`src/rtl/intersection_phase_scheduler.sv`:
```
// Phase scheduler for a two-road intersection: NS is the main road and EW is
// the side road. NS rests on green until EW demand or an NS pedestrian request
// forces a full cycle. Pedestrian WALK is shown at the start of a served green.
// Emergency preemption forces the requested direction to green and holds it.
module intersection_phase_scheduler #(
  parameter int GREEN_T  = 10,
  parameter int YELLOW_T = 3,
  parameter int ALLRED_T = 1,
  parameter int WALK_T   = 5,
  parameter int TW       = 5
) (
  input  logic       clk,
  input  logic       reset,
  input  logic       car_ew,
  input  logic       ped_ns,
  input  logic       ped_ew,
  input  logic       emerg_req,
  input  logic       emerg_dir,
  output logic [2:0] NS,
  output logic [2:0] EW,
  output logic       walk_ns,
  output logic       walk_ew,
  output logic       emerg_active,
  output logic [2:0] phase
);

  localparam logic [2:0] S_NS_GREEN     = 3'd0;
  localparam logic [2:0] S_NS_YELLOW    = 3'd1;
  localparam logic [2:0] S_RED_AFTER_NS = 3'd2;
  localparam logic [2:0] S_EW_GREEN     = 3'd3;
  localparam logic [2:0] S_EW_YELLOW    = 3'd4;
  localparam logic [2:0] S_RED_AFTER_EW = 3'd5;

  // Lamp encodings {Red, Yellow, Green}
  localparam logic [2:0] LAMP_RED    = 3'b100;
  localparam logic [2:0] LAMP_YELLOW = 3'b010;
  localparam logic [2:0] LAMP_GREEN  = 3'b001;

  localparam logic [TW-1:0] GREEN_LOAD  = TW'(GREEN_T - 1);
  localparam logic [TW-1:0] YELLOW_LOAD = TW'(YELLOW_T - 1);
  localparam logic [TW-1:0] ALLRED_LOAD = TW'(ALLRED_T - 1);
  localparam logic [TW-1:0] WALK_LOAD   = TW'(WALK_T);

  logic [2:0]    state;
  logic [2:0]    state_next;
  logic [TW-1:0] timer;
  logic [TW-1:0] timer_load;
  logic [TW-1:0] walk_ns_cnt;
  logic [TW-1:0] walk_ew_cnt;
  logic          ew_dem;
  logic          pns;
  logic          pew;
  logic          expired;
  logic          held;
  logic          enter_ns_green;
  logic          enter_ew_green;
  logic          entering;
  logic [2:0]    preempt_green;

  assign expired        = (timer == '0);
  assign preempt_green  = emerg_dir ? S_EW_GREEN : S_NS_GREEN;
  // Preempted direction is green: state and timer are frozen while requested.
  assign held           = emerg_req &&
                          (((state == S_NS_GREEN) && !emerg_dir) ||
                           ((state == S_EW_GREEN) &&  emerg_dir));
  assign entering       = (state_next != state);
  assign enter_ns_green = entering && (state_next == S_NS_GREEN);
  assign enter_ew_green = entering && (state_next == S_EW_GREEN);

  // State register
  always_ff @(posedge clk or posedge reset) begin
    if (reset) state <= S_NS_GREEN;
    else       state <= state_next;
  end

  // Next-state: normal sequencing plus emergency abort, hold and redirect
  always_comb begin
    state_next = state;
    case (state)
      S_NS_GREEN: begin
        if (emerg_req && emerg_dir)        state_next = S_NS_YELLOW;
        else if (emerg_req)                state_next = S_NS_GREEN;
        else if (expired && (ew_dem || pns)) state_next = S_NS_YELLOW;
      end
      S_NS_YELLOW:    if (expired) state_next = S_RED_AFTER_NS;
      S_RED_AFTER_NS: if (expired) state_next = emerg_req ? preempt_green : S_EW_GREEN;
      S_EW_GREEN: begin
        if (emerg_req && !emerg_dir)       state_next = S_EW_YELLOW;
        else if (emerg_req)                state_next = S_EW_GREEN;
        else if (expired)                  state_next = S_EW_YELLOW;
      end
      S_EW_YELLOW:    if (expired) state_next = S_RED_AFTER_EW;
      S_RED_AFTER_EW: if (expired) state_next = emerg_req ? preempt_green : S_NS_GREEN;
      default:        state_next = S_NS_GREEN;
    endcase
  end

  // Duration reload for the state being entered
  always_comb begin
    timer_load = GREEN_LOAD;
    case (state_next)
      S_NS_YELLOW, S_EW_YELLOW:       timer_load = YELLOW_LOAD;
      S_RED_AFTER_NS, S_RED_AFTER_EW: timer_load = ALLRED_LOAD;
      default:                        timer_load = GREEN_LOAD;
    endcase
  end

  // Phase timer: reload on entry, freeze while held, otherwise count down to 0
  always_ff @(posedge clk or posedge reset) begin
    if (reset)              timer <= GREEN_LOAD;
    else if (entering)      timer <= timer_load;
    else if (!held && !expired) timer <= timer - 1'b1;
  end

  // Request latches; a new request wins over the clear on the same cycle
  always_ff @(posedge clk or posedge reset) begin
    if (reset) begin
      ew_dem <= 1'b0;
      pns    <= 1'b0;
      pew    <= 1'b0;
    end else begin
      ew_dem <= car_ew || ped_ew || (ew_dem && !enter_ew_green);
      pns    <= ped_ns || (pns && !enter_ns_green);
      pew    <= ped_ew || (pew && !enter_ew_green);
    end
  end

  // WALK counters: loaded on a served green entry, cancelled by any emergency
  always_ff @(posedge clk or posedge reset) begin
    if (reset) begin
      walk_ns_cnt <= '0;
      walk_ew_cnt <= '0;
    end else begin
      if (enter_ns_green)          walk_ns_cnt <= pns ? WALK_LOAD : '0;
      else if (emerg_req)          walk_ns_cnt <= '0;
      else if (walk_ns_cnt != '0)  walk_ns_cnt <= walk_ns_cnt - 1'b1;

      if (enter_ew_green)          walk_ew_cnt <= pew ? WALK_LOAD : '0;
      else if (emerg_req)          walk_ew_cnt <= '0;
      else if (walk_ew_cnt != '0)  walk_ew_cnt <= walk_ew_cnt - 1'b1;
    end
  end

  // Output decode: lamps from state, WALK gated off during any emergency
  always_comb begin
    NS = LAMP_RED;
    EW = LAMP_RED;
    case (state)
      S_NS_GREEN:  NS = LAMP_GREEN;
      S_NS_YELLOW: NS = LAMP_YELLOW;
      S_EW_GREEN:  EW = LAMP_GREEN;
      S_EW_YELLOW: EW = LAMP_YELLOW;
      default: begin
        NS = LAMP_RED;
        EW = LAMP_RED;
      end
    endcase
    walk_ns      = (state == S_NS_GREEN) && (walk_ns_cnt != '0) && !emerg_req;
    walk_ew      = (state == S_EW_GREEN) && (walk_ew_cnt != '0) && !emerg_req;
    emerg_active = held;
    phase        = state;
  end

endmodule

```
`config.mk`:
```
export PLATFORM = sky130hd
export DESIGN_NAME = intersection_phase_scheduler
export DESIGN_NICKNAME = d
export VERILOG_FILES = /design/src/rtl/intersection_phase_scheduler.sv
export SDC_FILE = /design/constraint.sdc
export NUM_CORES = 1
export LEC_CHECK = 0
export BUFFER_PORTS_ARGS = -buffer_cell sky130_fd_sc_hd__buf_2
export CAP_MARGIN = 20
export CORE_UTILIZATION = 30
export CTS_CLUSTER_SIZE = 40
export DETAILED_ROUTE_END_ITERATION = 8
export PLACE_DENSITY = 0.53
export RECOVER_POWER = 50
export SETUP_SLACK_MARGIN = 0.15
export SYNTH_ARGS = -nofsm -noshare
export SYNTH_HDL_FRONTEND = slang
export SYNTH_SLANG_ARGS = --single-unit
export TNS_END_PERCENT = 1
```
`constraint.sdc`:
```
create_clock -name clk -period 3.2 [get_ports clk]
set_input_delay 0.8 -clock clk [delete_from_list [all_inputs] [get_ports clk]]
set_output_delay 0.8 -clock clk [all_outputs]
set_load 0.05 [all_outputs]
```
==> results_dict.tcl <==
set metrics [dict create \
    worstPathMaxFanout 12 \
    dpl.hpwl_mm 2.447 \
    drtAntennaViolNets 0 \
    drtIter0Drc 41 \
    vdd_drop_max_mv 0.5486 \
    cts_tree "built" \
    slowest_stage "a211oi_1" \
    slew_violations 0 \
    yosys_warnings 0 \
    status "complete, no violations" \
    min_period_ns 2.808 \
    drc_errors 0 \
    htree_levels 1 \
    cp-start-kind "flip-flop" \
    gp_congestion 0.7565 \
    wl_per_cell_um 13.05 \
    syn-instance-count 173 \
    tightest_slew_ns 0.7891 \
    static-leakage-power_uw 0.0007257 \
    setup_viol 0 \
    timing.final.crit_share 0.8775 \
    syn_avg_cell_area_um2 8.672 \
    antennaDiodeCount 0 \
    cts_hold_buf 0 \
    core_area_mm2 0.004755 \
    fin_worst_skew_ns 0.001554 \
    numPortBuffers 18 \
    max_slew_margin 0.4734 \
    synth_edf_count 0 \
    tns_ns 0 \
    synth_top_area_frac 0.3169 \
    path_class "flip-flop to flip-flop" \
    drive_above_1_share 0.1947 \
    grt_pass1_wl_mm 5.796 \
    cts.sinks 21 \
    antenna_found_initial 0 \
    ys_types 56 \
    syn_nets 186 \
    rsz0062_at_grt "false" \
    cap_violations 0 \
    dieWidth_um 72.72 \
    cp_slowest_stage_delay_ns 0.57 \
    required_ns 3.37 \
    ys_top_cells_by_area "dfrtp_1 (32%), ha_1 (5.0%), nor2_1 (4.8%)" \
    synth_seq_cells 21 \
    critPathArrivalTime_ns 2.98 \
    cts_resized 0 \
    synth_area_mm2 0.001500 \
    synth_area_leader_cell "dfrtp_1" \
    rows 25 \
    cp_cell_sequence "inv_1 > ha_1 > nor4b_2 > buf_4 > maj3_1 > a211oi_1 > nor3_2 > or2_4 > o31ai_2" \
    start_util 0.3155 \
    drt-total-wl_mm 3.353 \
    hold_slack_ns 0.5019 \
    ys_async_sr_fraction 1.000 \
    grt_overflow_total 0 \
    min_path_type "flip-flop to flip-flop" \
    cp-end-kind "flip-flop" \
    fp.dieArea_mm2 0.005287 \
    yosys_most_used_dff "dfrtp_1" \
    cts_made_buffers 3 \
    vias 1264 \
    grt_usage 0.1408 \
    area_growth_syn_to_layout_pct 14.01 \
    cts_setup_buffers 0 \
    cts.path.max_buffers 2 \
    die_h_um 72.72 \
    via_per_inst 4.918 \
    drt-pass1-iter-count 4 \
    clkTransAtPathRegs_ns 0.08 \
    cts_root_buf "clkbuf_8" \
    grt_pass1_vias 1189 \
    synth_top_cells_by_count "dfrtp_1 (19), nor2_1 (19), nand2_1 (13)" \
    hold_viol 0 \
    power_density_mw_per_mm2 1171 \
    grt_max_degree 22 \
    clk_latency_ns 0.26 \
    ios 19 \
    fmax_mhz 356.1 \
    fin_nets 204 \
    seq_area_frac_synth 0.3520 \
]
==> per-layer routing <==
metal	vias to the layer above	global-route usage	part of all wire
met1	598	0.1998	0.50
met2	23	0.2295	0.47
met5	-	0	0
met4	0	0.02614	0.0039
li1	641	-	-
met3	2	0.02072	0.026
==> per-stage QoR <==
stage,utilization,power (uW),cells,instance area [um^2],worst slack [ns]
floorplan,-,1597,173,1521,-0.1928
global placement,0.3537,1857,253,1682,0.6096
detailed placement,0.3537,1856,253,1682,0.5947
CTS,0.3632,2040,257,1727,0.5881
global route,0.3597,2195,257,1710,0.2792
finish,0.3597,2002,257,1710,0.3919
==> sequential cells by signal, summed over array words and instances, names as in the netlist <==
| name | cells |
|---|---|
| pns | 1 |
| ew_dem | 1 |
| walk_ew_cnt | 5 |
| timer | 5 |
| pew | 1 |
| phase | 3 |
| walk_ns_cnt | 5 |
==> power breakdown <==
group / total, uW / internal [uW] / switching (uW)
sequential: 529 / 385 / 144
clock: 174 / 88.7 / 85.6
combinational: 1300 / 500 / 799
total: 2000 / 973 / 1030
==> cell families (layout without fill, tap and decap cells) <==
| group | count (synthesis) | after routing | share of synthesized area |
|---|---|---|---|
| adder cells (fa/ha/maj) | 7 | 7 | 0.05671 |
| XOR/XNOR | 10 | 10 | 0.05839 |
| buffers and inverters | 20 | 37 | 0.05921 |
| AND/OR/NAND/NOR | 72 | 72 | 0.2694 |
| flip-flops | 21 | 21 | 0.3520 |
| multiplexers | 2 | 2 | 0.01418 |
| AO/OA/AOI/OAI | 41 | 41 | 0.1902 |
==> final timing paths <==
path	slack, ns	to	start	cells past startpoint
setup / recovery	0.39	walk_ns_cnt[2]$_DFFE_PP0P_	timer[0]$_DFFE_PP1P_	9
hold / removal	0.50	pew$_DFF_PP0_	pew$_DFF_PP0_	1
setup reg to reg	0.39	walk_ns_cnt[2]$_DFFE_PP0P_	timer[0]$_DFFE_PP1P_	9
hold reg to reg	0.50	pew$_DFF_PP0_	pew$_DFF_PP0_	1
max in group asynchronous	2.03	phase[2]$_DFF_PP0_	reset	2
min in group asynchronous	0.68	walk_ew_cnt[3]$_DFFE_PP0P_	reset	2
==> layout by cell type (no fill, tap or decap), drive strengths merged, types with 2 or more instances in the layout <==
master and n:
nand2b 4, a31oi 3, nor4 4, a21o 3, nor3 3, a211o 3
ha 6, clkbuf 7, nor3b 2, buf 20, o21ai 8, or3 3
o211ai 3, o31ai 2, and2 4, nand3 5, inv 10, xor2 3
dfrtp 19, dfstp 2, nor4b 3, nor2 20, a21oi 10, or2 2
xnor2 7, nand2 13, and3 2, nor2b 2, a211oi 2
==> critical path: cells and delay by family, from the launching register on <==
kind                     cells  cell delay [ns]
AND/OR/NAND/NOR              3             0.58
AO/OA/AOI/OAI                2             0.78
flip-flops                   1             0.56
buffers and inverters        2             0.24
adder cells (fa/ha/maj)      2             0.56
==> final cells by class <==
type / count / area (um^2)
fillers: 530 / 3044
flip-flops and latches: 21 / 528.0
inverters: 10 / 37.54
clock buffers: 4 / 45.04
multi-input cells: 132 / 892.1
well taps: 67 / 83.83
repair buffers: 23 / 123.9
(Power assumes the default switching activity.)
